[src/rtl/addsub_pkg.sv]
// Shared definitions for the add/subtract scheduler: FSM encodings and default sizes.
package addsub_pkg;

  typedef enum logic [1:0] {
    S_IDLE = 2'd0,
    S_EXEC = 2'd1,
    S_DONE = 2'd2
  } state_t;

  localparam int DEF_W     = 5;
  localparam int DEF_N_REQ = 4;

endpackage

[src/rtl/addsub_unit.sv]
// W-bit ripple add/subtract unit: s = a + (b ^ {W{sub}}) + cin, with carry and signed overflow.
module addsub_unit #(
  parameter int W = 5
) (
  input  logic [W-1:0] a,
  input  logic [W-1:0] b,
  input  logic         sub,
  input  logic         cin,
  output logic [W-1:0] s,
  output logic         cout,
  output logic         ov
);

  logic [W-1:0] b_eff;
  logic [W:0]   c;

  assign b_eff = b ^ {W{sub}};
  assign c[0]  = cin;

  generate
    for (genvar gi = 0; gi < W; gi++) begin : g_bit
      full_adder u_fa (
        .a  (a[gi]),
        .b  (b_eff[gi]),
        .ci (c[gi]),
        .s  (s[gi]),
        .co (c[gi+1])
      );
    end
  endgenerate

  assign cout = c[W];
  // Overflow when both effective operands share a sign that the sum does not.
  assign ov   = (a[W-1] == b_eff[W-1]) && (s[W-1] != a[W-1]);

endmodule

[src/rtl/full_adder.sv]
// Single-bit full adder cell used to build the ripple datapath.
module full_adder (
  input  logic a,
  input  logic b,
  input  logic ci,
  output logic s,
  output logic co
);

  assign s  = a ^ b ^ ci;
  assign co = (a & b) | (ci & (a ^ b));

endmodule

[src/rtl/addsub_scheduler.sv]
// Round-robin arbiter time-sharing one ripple add/subtract unit among N_REQ requesters.
module addsub_scheduler
  import addsub_pkg::*;
#(
  parameter int W     = DEF_W,
  parameter int N_REQ = DEF_N_REQ
) (
  input  logic               clk,
  input  logic               rst_n,
  input  logic [N_REQ-1:0]   req,
  input  logic [N_REQ*W-1:0] op_a,
  input  logic [N_REQ*W-1:0] op_b,
  input  logic [N_REQ-1:0]   op_sub,
  output logic [N_REQ-1:0]   gnt,
  output logic               busy,
  output logic               done,
  output logic [W-1:0]       result,
  output logic               cout,
  output logic               ov_flag
);

  localparam int PW = (N_REQ > 1) ? $clog2(N_REQ) : 1;

  state_t           state_reg;
  logic [PW-1:0]    ptr_reg;
  logic [PW-1:0]    idx_reg;
  logic [N_REQ-1:0] gnt_reg;
  logic             busy_reg;
  logic             done_reg;
  logic [W-1:0]     a_reg;
  logic [W-1:0]     b_reg;
  logic             sub_reg;
  logic [W-1:0]     result_reg;
  logic             cout_reg;
  logic             ov_reg;

  logic [PW-1:0]    pick;
  logic [W-1:0]     sum_s;
  logic             sum_cout;
  logic             sum_ov;

  // First set request searching upward from ptr+1 with wrap; descending loop lets the
  // nearest candidate overwrite farther ones.
  function automatic logic [PW-1:0] rr_pick(input logic [N_REQ-1:0] r,
                                            input logic [PW-1:0]    p);
    logic [PW-1:0] sel;
    int            idx;
    sel = '0;
    for (int k = N_REQ; k >= 1; k--) begin
      idx = (int'(p) + k) % N_REQ;
      if (r[idx]) sel = PW'(idx);
    end
    return sel;
  endfunction

  always_comb begin
    pick = rr_pick(req, ptr_reg);
  end

  addsub_unit #(.W(W)) u_unit (
    .a    (a_reg),
    .b    (b_reg),
    .sub  (sub_reg),
    .cin  (sub_reg),
    .s    (sum_s),
    .cout (sum_cout),
    .ov   (sum_ov)
  );

  always_ff @(posedge clk or negedge rst_n) begin
    if (!rst_n) begin
      state_reg  <= S_IDLE;
      ptr_reg    <= PW'(N_REQ - 1);
      idx_reg    <= '0;
      gnt_reg    <= '0;
      busy_reg   <= 1'b0;
      done_reg   <= 1'b0;
      a_reg      <= '0;
      b_reg      <= '0;
      sub_reg    <= 1'b0;
      result_reg <= '0;
      cout_reg   <= 1'b0;
      ov_reg     <= 1'b0;
    end else begin
      case (state_reg)
        S_IDLE: begin
          if (|req) begin
            idx_reg   <= pick;
            a_reg     <= op_a[pick*W +: W];
            b_reg     <= op_b[pick*W +: W];
            sub_reg   <= op_sub[pick];
            gnt_reg   <= {{(N_REQ-1){1'b0}}, 1'b1} << pick;
            busy_reg  <= 1'b1;
            state_reg <= S_EXEC;
          end
        end
        S_EXEC: begin
          result_reg <= sum_s;
          cout_reg   <= sum_cout;
          ov_reg     <= sum_ov;
          ptr_reg    <= idx_reg;
          done_reg   <= 1'b1;
          state_reg  <= S_DONE;
        end
        S_DONE: begin
          done_reg  <= 1'b0;
          gnt_reg   <= '0;
          busy_reg  <= 1'b0;
          state_reg <= S_IDLE;
        end
        default: begin
          done_reg  <= 1'b0;
          gnt_reg   <= '0;
          busy_reg  <= 1'b0;
          state_reg <= S_IDLE;
        end
      endcase
    end
  end

  assign gnt     = gnt_reg;
  assign busy    = busy_reg;
  assign done    = done_reg;
  assign result  = result_reg;
  assign cout    = cout_reg;
  assign ov_flag = ov_reg;

endmodule

[config.mk]
export PLATFORM = sky130hd
export DESIGN_NAME = addsub_scheduler
export DESIGN_NICKNAME = d
export VERILOG_FILES = /design/src/rtl/addsub_pkg.sv /design/src/rtl/addsub_unit.sv /design/src/rtl/full_adder.sv /design/src/rtl/addsub_scheduler.sv
export SDC_FILE = /design/constraint.sdc
export NUM_CORES = 1
export LEC_CHECK = 0
export ABC_AREA = 1
export BUFFER_PORTS_ARGS = -buffer_cell sky130_fd_sc_hd__buf_2
export CORE_MARGIN = 2
export CORE_UTILIZATION = 55
export DETAILED_ROUTE_END_ITERATION = 8
export GPL_ROUTABILITY_DRIVEN = 0
export PLACE_DENSITY = 0.92
export SLEW_MARGIN = 20
export SYNTH_ARGS = -nofsm -noshare
export SYNTH_HDL_FRONTEND = slang
export SYNTH_SLANG_ARGS = --single-unit
export TNS_END_PERCENT = 1
[constraint.sdc]
create_clock -name clk -period 5.85 [get_ports clk]
set_clock_uncertainty 0.1 [all_clocks]
set_input_delay 1.17 -clock clk [delete_from_list [all_inputs] [get_ports clk]]
set_output_delay 1.17 -clock clk [all_outputs]
set_load 0.1 [all_outputs]
==> run_results.csv, run 1 <==
group,metric,value,unit
outcome,status,"complete, no violations",
clock_tree,numClockSinks,30,
grt,grt_pass1_wl,7460,microns
run,drv_cap,0,
finish,regArea,753,sq um
timing,setup_viol,0,
worst_setup_path,cp-end-kind,"register",
worst_setup_path,critical_path_required,5.94,ns
timing,fmax,0.365,GHz
synthesis,synth_fa_ha_area_share,4.54,%
timing,min_period,2.74,ns
finish,final_common_cell,"nand2_1",
grt,grt_antenna_before_repair,0,
synthesis,synth_xor_xnor_area_share,2.15,%
clock_tree,cts-root-buf,"clkbuf_8",
detailed_routing,first_pass_iters,4,
clock_tree,h-tree-depth,2,
synthesis,synth_cell_type_count,28,
floorplanning,die_h,64.9,microns
synthesis,syn-cell-area,2040,sq um
floorplanning,rows,22,
place,portBuffers,62,
timing,slew_headroom,57.8,%
worst_setup_path,worstPathArrival,2.83,ns
synthesis,syn_nets,353,
finish,n_fill_cell,329,
timing,final_hold_viol_count,0,
timing,tns,0,ns
synthesis,synthMuxAreaShare,0,%
timing,post-route-period-util,46.9,%
worst_setup_path,worst-path-buf-inv,4,
detailed_routing,ant_nets,0,
clock_tree,cts.clk_slew.worst_paths,0.06,ns
detailed_routing,vias,1981,
floorplanning,core_area,3610,sq um
grt,grt.total_usage,22.6,%
place,dp_hpwl,3220,microns
clock_tree,cts.repair.resized,0,
grt,gr-total-overflow,0,
worst_setup_path,crit_chain,"inv_1 > or2_2 > o21ai_0 > fa_1 > inv_1 > fa_1 > inv_1 > fa_1 > inv_1 > fa_1 > xnor2_1 > o31ai_1",
synthesis,synth_seq_area_share,37.0,%
floorplanning,initial_core_util,56.5,%
timing,slew_violations,0,
grt,grt_max_degree,31,
worst_setup_path,cp-start-kind,"register",
detailed_routing,routed_wl,4220,microns
hold_path,min_path_type,"reg2reg",
worst_setup_path,crit_type,"reg2reg",
synthesis,syn_inst,298,
synthesis,yosysWarnings,0,
finish,layout.cells.non_filler,402,
synthesis,synth_simple_gate_area_share,40.6,%
timing,rsz0062_at_grt,"false",
clock_tree,hold_buffers,0,
floorplanning,ios,63,
synthesis,synth_top_family_by_area,"simple AND/OR/NAND/NOR gates",
detailed_routing,drtIter0Drc,131,
clock_tree,clk-insertion-delay-late,0.28,ns
place,placed_cells,394,
worst_setup_path,critPathTopFamily,"adder cells",
finish,layout_common_cells,"nand2_1 (135), buf_2 (62), nand3_1 (37), inv_1 (36), dfrtp_1 (28)",
worst_setup_path,crit_slowest_cell,"fa_1",
synthesis,synth_compound_area_share,3.81,%
timing,worst_pin_slew,0.631,ns
floorplanning,die_w,64.9,microns
finish,fin_util,66.6,%
synthesis,syn_area_per_cell,6.84,sq um
finish,multi_input_area,1040,sq um
worst_setup_path,slowest_delay,0.44,ns
clock_tree,cts_buffers,5,
detailed_routing,via_per_inst,4.93,
clock_tree,clockBufferDepth,2,
clock_tree,cts_tree,"built",
worst_setup_path,cp_max_fo,3,
finish,drive_gt1_share,24.6,%
finish,diodes,0,
grt,grt_pass1_vias,1764,
finish,area_growth_syn_to_layout,17.7,%
detailed_routing,drc,0,
floorplanning,die_area,4210,sq um
synthesis,synth-seq-cells,30,
clock_tree,post-cts-setup-buffers,0,
detailed_routing,wire_per_inst,10.5,microns
finish,nets,408,
[per-stage QoR]
stage / area, sq um / hold slack [ns] / setup slack [ns]
6_report: 2400 / 0.368 / 3.11
4_1_cts: 2400 / 0.372 / 3.10
3_3_place_gp: 2320 / 0.353 / 3.06
5_1_grt: 2400 / 0.381 / 2.90
3_5_place_dp: 2320 / 0.358 / 2.97
2_1_floorplan: 2040 / 0.349 / 3.20
[metal layers]
| metal | vias to the layer above | track usage [%] | share of wire (%) |
|---|---|---|---|
| met2 | 94 | 37.2 | 46 |
| met1 | 864 | 29.2 | 44 |
| met4 | 0 | 7.18 | 1.7 |
| met5 | - | 0 | 0 |
| met3 | 8 | 5.73 | 7.7 |
| li1 | 1015 | - | - |
[worst min-delay path, cell delays in order (launching register included)]
cell and delay (ns):
dfrtp_1 0.34, nand2_1 0.05, nand2_1 0.04
[layout make-up]
class,count,share of cell area [%]
sequential,30,31.4
tap,48,2.50
inverter,40,6.47
clock buffer,8,3.34
timing repair buffer,62,12.9
multi-input combinational,214,43.4
[Yosys cell counts]
master,instances,area [sq um]
dfrtp_1,28,701
buf_4,2,15.0
o21ai_0,6,30.0
clkbuf_1,4,15.0
nand3_1,37,185
nor2_1,4,15.0
inv_2,3,11.3
xor2_1,2,17.5
inv_1,36,135
fa_1,4,80.1
buf_6,3,33.8
or2_2,1,6.26
inv_6,1,8.76
nand2_1,135,507
nand2_4,3,33.8
o31ai_1,2,15.0
nand2_2,8,50.1
o21a_1,1,7.51
nand3_4,1,17.5
buf_2,5,25.0
a31oi_1,1,6.26
xnor2_1,3,26.3
o21ai_1,1,5.00
nand4_1,2,12.5
o21ai_2,1,8.76
ha_1,1,12.5
dfstp_2,2,52.6
a21oi_1,1,5.00
[logic make-up after synthesis]
group                    count (synthesis)
flip-flops                              30
XOR/XNOR                                 5
buffers and inverters                   54
adder cells (fa/ha/maj)                  5
AND/OR/NAND/NOR                        191
AO/OA/AOI/OAI                           13
[worst paths after layout]
kind                           start        end  slack, ns  depth (start not counted)
max                         b_reg[0]    ov_flag       3.11                         12
min                        result[4]  result[4]       0.37                          2
max reg2reg                 b_reg[0]    ov_flag       3.11                         12
min reg2reg                result[4]  result[4]       0.37                          2
max in group asynchronous      rst_n       cout       4.44                          1
min in group asynchronous      rst_n     gnt[3]       0.81                          1
Power of run 1 is left out: the tool's default activity adds up to more than one toggle a clock period on the data nets, which glitch-free logic cannot reach.
==> inputs of run 2 (changes only) <==
- CORE_UTILIZATION: 55 -> 51
- PLACE_DENSITY: 0.92 -> 0.87
- clock period: 5.85 -> 2.75 ns (I/O delays scaled with it)
==> run 2 against run 1 <==
Against the previous run: utilization is essentially flat; hold slack lost 0.18 ns; fmax shrank 0.14%; final cell count grew 2.2%; sequential share of layout area shrank 1.2 points; flip-flop and latch count is the same; critical path depth is the same; routed wire length shrank 1.8%; highest routed layer unchanged; register-to-register slack lost 3.1 ns; final area grew 3.9%; non-clock buffer count grew 9; count of clock-buffer cells in the layout shrank 1.
==> run_results.csv, run 2 (synthesis gave the netlist of run 1 again) <==
group,metric,value,unit
outcome,status,"complete, no violations",
detailed_routing,routed_wl,4150,microns
detailed_routing,via_per_inst,4.74,
clock_tree,clk-insertion-delay-late,0.28,ns
clock_tree,h-tree-depth,2,
worst_setup_path,critical_path_required,2.84,ns
timing,slew_violations,0,
worst_setup_path,cp-end-kind,"register",
worst_setup_path,cp-start-kind,"register",
worst_setup_path,slowest_delay,0.42,ns
grt,grt_pass1_wl,7240,microns
finish,final_cell_area,2490,sq um
grt,grt_pass1_vias,1733,
floorplanning,die_w,67.2,microns
hold_path,min_path_type,"in2async",
grt,gr-total-overflow,0,
timing,finalWorstSetupSlack,0.00476,ns
clock_tree,numClockSinks,30,
finish,diodes,0,
finish,nets,417,
worst_setup_path,critPathTopFamily,"adder cells",
floorplanning,ios,63,
worst_setup_path,crit_type,"reg2reg",
timing,rsz0062_at_grt,"true",
place,dp_hpwl,3190,microns
timing,fmax,0.364,GHz
detailed_routing,ant_nets,0,
finish,layout.cells.non_filler,411,
timing,worst_pin_slew,0.631,ns
clock_tree,cts.clk_slew.worst_paths,0.06,ns
timing,post-route-period-util,99.8,%
worst_setup_path,cp_max_fo,3,
worst_setup_path,crit_top_cell,"inv_2",
clock_tree,cts-root-buf,"clkbuf_8",
floorplanning,core_area,3740,sq um
floorplanning,initial_core_util,54.4,%
worst_setup_path,worstPathArrival,2.83,ns
timing,slew_headroom,58.0,%
detailed_routing,drtIter0Drc,93,
finish,layout_common_cells,"nand2_1 (135), buf_2 (62), nand3_1 (37), inv_1 (32), dfrtp_1 (28)",
floorplanning,die_h,67.2,microns
worst_setup_path,crit_chain,"inv_2 > or2_4 > o21ai_2 > fa_2 > inv_2 > fa_2 > inv_2 > fa_2 > inv_2 > fa_1 > xnor2_1 > o31ai_1",
detailed_routing,vias,1949,
floorplanning,rows,22,
grt,grt_max_degree,31,
clock_tree,cts_buffers,5,
floorplanning,die_area,4520,sq um
worst_setup_path,crit_slowest_cell,"fa_1",
place,dp_slack,0.0454,ns
place,placed_cells,398,
place,portBuffers,62,
timing,setup_viol,0,
finish,n_fill_cell,345,
finish,drive_gt1_share,29.2,%
detailed_routing,wire_per_inst,10.1,microns
timing,min_period,2.75,ns
clock_tree,clockBufferDepth,2,
detailed_routing,first_pass_iters,5,
finish,final_common_cell,"nand2_1",
place,placed_cell_area,2350,sq um
timing,final_hold_viol_count,0,
worst_setup_path,worst-path-buf-inv,4,
grt,grt.total_usage,20.6,%
detailed_routing,drc,0,
run,drv_cap,0,
clock_tree,cts_tree,"built",
grt,grt_antenna_before_repair,0,
finish,area_growth_syn_to_layout,22.3,%
## run 2: changes by cell type in the layout (fill, tap and decap cells not counted), sizes merged
cell / before / now
clkbuf: 8 / 7
buf: 62 / 71
clkinv: 0 / 1
## run 2: metal layers
layer / track usage (%) / vias to the layer above / share of wire (%)
met5: 0 / - / 0
met4: 5.36 / 0 / 1.0
met3: 4.33 / 3 / 7.7
met2: 33.0 / 76 / 45
met1: 28.6 / 833 / 46
li1: - / 1037 / -
## run 2: what timing repair did
item | 4_1_cts | 5_1_grt
setup buffers | 0 | 5
hold buffers | 0 | 0
setup endpoints to repair | 0 | 1
gates resized for setup | 0 | 10
## run 2: worst paths after layout
check / start / to / slack, ns / cells past startpoint
min reg2reg: busy / busy / 0.37 / 2
max reg2reg: b_reg[0] / ov_flag / 0.005 / 12
max in group asynchronous: rst_n / a_reg[3] / 1.94 / 1
max: b_reg[0] / ov_flag / 0.005 / 12
min in group clk: busy / busy / 0.37 / 2
min: rst_n / gnt[0] / 0.19 / 1
## run 2: area by class of cell
type	count	area, sq um	share of cell area (%)
Clock buffer	7	86.3	3.46
Clock inverter	1	5.00	0.201
Inverter	40	155	6.22
Multi-Input combinational cell	214	1050	42.3
Sequential cell	30	753	30.2
Tap cell	48	60.1	2.41
Timing Repair Buffer	71	378	15.2
## run 2: metrics by stage
step,setup TNS (ns),hold WS (ns),utilization (%)
finish,0,0.185,66.6
global route,-0.132,0.236,66.6
CTS,0,0.200,65.2
detailed placement,0,0.358,62.8
global placement,0,0.353,62.8
floorplan,0,0.154,-
## run 2: worst register-to-register path, cell delays in order (launching register included)
cell and delay (ns):
dfrtp_1 0.41, inv_2 0.08, or2_4 0.11, o21ai_2 0.06, fa_2 0.38, inv_2 0.06, fa_2 0.18, inv_2 0.04
fa_2 0.37, inv_2 0.06, fa_1 0.42, xnor2_1 0.15, o31ai_1 0.23
Power of run 2 is left out for the same reason.
==> inputs of run 3 (changes only) <==
==> constraint.sdc (replaced) <==
create_clock -name clk -period 2.75 [get_ports clk]
set_clock_uncertainty 0.1 [all_clocks]
set_input_delay 0.275 -clock clk [delete_from_list [all_inputs] [get_ports clk]]
set_output_delay 0.275 -clock clk [all_outputs]
set_load 0.1 [all_outputs]
==> run 3 against run 2 <==
Against the previous run: the flow now finishes with violations (negative setup slack); utilization fell by 0.13 points; first-iteration DRC count fell by 1.1%; global-route usage rose by 1.1 points; critical path depth did not move; final cell count fell by 0.73%; hold slack improved by 0.091 ns; via count fell by 1.2%; flip-flop and latch count did not move; worst setup slack got worse by 0.0068 ns; final area fell by 0.20%; die area did not move; largest cell class unchanged.
==> run_results.csv, run 3 (synthesis gave the netlist of run 1 again) <==
group,metric,value,unit
outcome,status,"finished, violations left",
outcome,violations,"negative setup slack",
finish,final_cell_area,2490,sq um
grt,grt_pass1_vias,1746,
detailed_routing,drtIter0Drc,92,
clock_tree,cts-root-buf,"clkbuf_8",
floorplanning,die_h,67.2,microns
clock_tree,cts_buffers,5,
timing,slew_violations,0,
grt,grt_pass1_wl,7430,microns
detailed_routing,ant_nets,0,
run,drv_cap,0,
grt,grt_antenna_before_repair,0,
finish,drive_gt1_share,28.1,%
worst_setup_path,worst-path-buf-inv,4,
grt,gr-total-overflow,0,
timing,slew_headroom,58.3,%
detailed_routing,first_pass_iters,4,
hold_path,min_path_type,"in2reg",
place,placed_cells,398,
finish,layout.cells.non_filler,408,
worst_setup_path,cp_max_fo,3,
finish,area_growth_syn_to_layout,22.0,%
clock_tree,clockBufferDepth,2,
finish,nets,414,
finish,layout_common_cells,"nand2_1 (135), buf_2 (62), nand3_1 (37), inv_1 (32), dfrtp_1 (28)",
floorplanning,die_w,67.2,microns
clock_tree,cts.clk_slew.worst_paths,0.06,ns
worst_setup_path,critPathTopFamily,"adder cells",
worst_setup_path,slowest_delay,0.41,ns
timing,worst_pin_slew,0.625,ns
detailed_routing,wire_per_inst,10.1,microns
worst_setup_path,critical_path_required,2.83,ns
place,placed_cell_area,2350,sq um
timing,post-route-period-util,100,%
finish,final_common_cell,"nand2_1",
timing,min_period,2.75,ns
worst_setup_path,worstPathArrival,2.83,ns
clock_tree,h-tree-depth,2,
detailed_routing,routed_wl,4120,microns
place,dp_slack,0.0200,ns
worst_setup_path,cp-end-kind,"register",
timing,rsz0062_at_grt,"true",
grt,grt_max_degree,31,
worst_setup_path,crit_top_cell,"inv_2",
timing,final_hold_viol_count,0,
finish,n_fill_cell,351,
clock_tree,clk-insertion-delay-late,0.28,ns
detailed_routing,via_per_inst,4.72,
worst_setup_path,crit_slowest_cell,"fa_1",
detailed_routing,drc,0,
detailed_routing,vias,1925,
timing,setup_viol,1,
grt,grt.total_usage,21.8,%
place,dp_hpwl,3200,microns
finish,diodes,0,
floorplanning,core_area,3740,sq um
clock_tree,cts_tree,"built",
floorplanning,rows,22,
floorplanning,initial_core_util,54.4,%
floorplanning,die_area,4520,sq um
floorplanning,ios,63,
timing,fmax,0.363,GHz
worst_setup_path,crit_type,"reg2reg",
timing,finalWorstSetupSlack,-0.00208,ns
worst_setup_path,cp-start-kind,"register",
clock_tree,numClockSinks,30,
place,portBuffers,62,
worst_setup_path,crit_chain,"inv_2 > or2_4 > o21ai_2 > fa_2 > inv_2 > fa_2 > inv_2 > fa_2 > inv_2 > fa_1 > xnor2_1 > o31ai_1",
run 3: changes by cell type in the layout (fill, tap and decap cells not counted):
cell	delta
clkinv_2	-1
bufinv_16	+1
clkbuf_8	-1
dlygate4sd3_1	+1
buf_4	-4
clkbuf_1	+1
run 3: layout make-up:
type | instances | area [sq um] | share of cell area, %
tap | 48 | 60.1 | 2.41
clock inverter | 1 | 30.0 | 1.21
inverter | 40 | 155 | 6.24
clock buffer | 7 | 76.3 | 3.07
sequential | 30 | 753 | 30.3
timing repair buffer | 68 | 358 | 14.4
multi-input combinational | 214 | 1050 | 42.4
run 3: timing repair:
action	CTS	global route
hold buffers	1	0
hold endpoints to repair	28	0
resized for setup	0	10
setup endpoints to repair	0	1
buffers inserted	0	1
run 3: per-stage QoR:
step	hold slack, ns	TNS, ns	utilization, %
4_1_cts	0.268	0	65.9
3_3_place_gp	0.215	0	62.8
6_report	0.277	-0.00208	66.4
5_1_grt	0.312	-0.145	66.4
3_5_place_dp	0.223	0	62.8
2_1_floorplan	-0.121	0	-
run 3: path summary, 6_finish.rpt:
| path | start | endpoint | slack, ns | cells after the start |
|---|---|---|---|---|
| worst max-delay path | b_reg[0] | ov_flag | -0.002 | 12 |
| worst min-delay path | op_a[16] | a_reg[1] | 0.28 | 7 |
| worst max register to register | b_reg[0] | ov_flag | -0.002 | 12 |
| worst min register to register | busy | busy | 0.37 | 2 |
| max in group asynchronous | rst_n | a_reg[3] | 1.69 | 2 |
| min in group asynchronous | rst_n | result[1] | 0.45 | 2 |
run 3: routing by layer:
| metal | vias up | GRT usage [%] | wire (microns) | share of wire [%] |
|---|---|---|---|---|
| met2 | 68 | 35.0 | 1820 | 44 |
| met1 | 824 | 28.5 | 1940 | 47 |
| met4 | 0 | 8.42 | 82 | 2.0 |
| li1 | 1027 | - | - | - |
| met3 | 6 | 5.00 | 274 | 6.7 |
| met5 | - | 0 | 0 | 0 |
run 3: worst register-to-register path: cells and delay by family, from the launching register on:
family / cells / cell delay [ns]
compound gates: 2 / 0.32
simple gates: 1 / 0.12
xor+xnor: 1 / 0.15
fa+ha+maj: 4 / 1.35
buf+inv: 4 / 0.24
flops: 1 / 0.40
Power of run 3 is left out for the same reason.
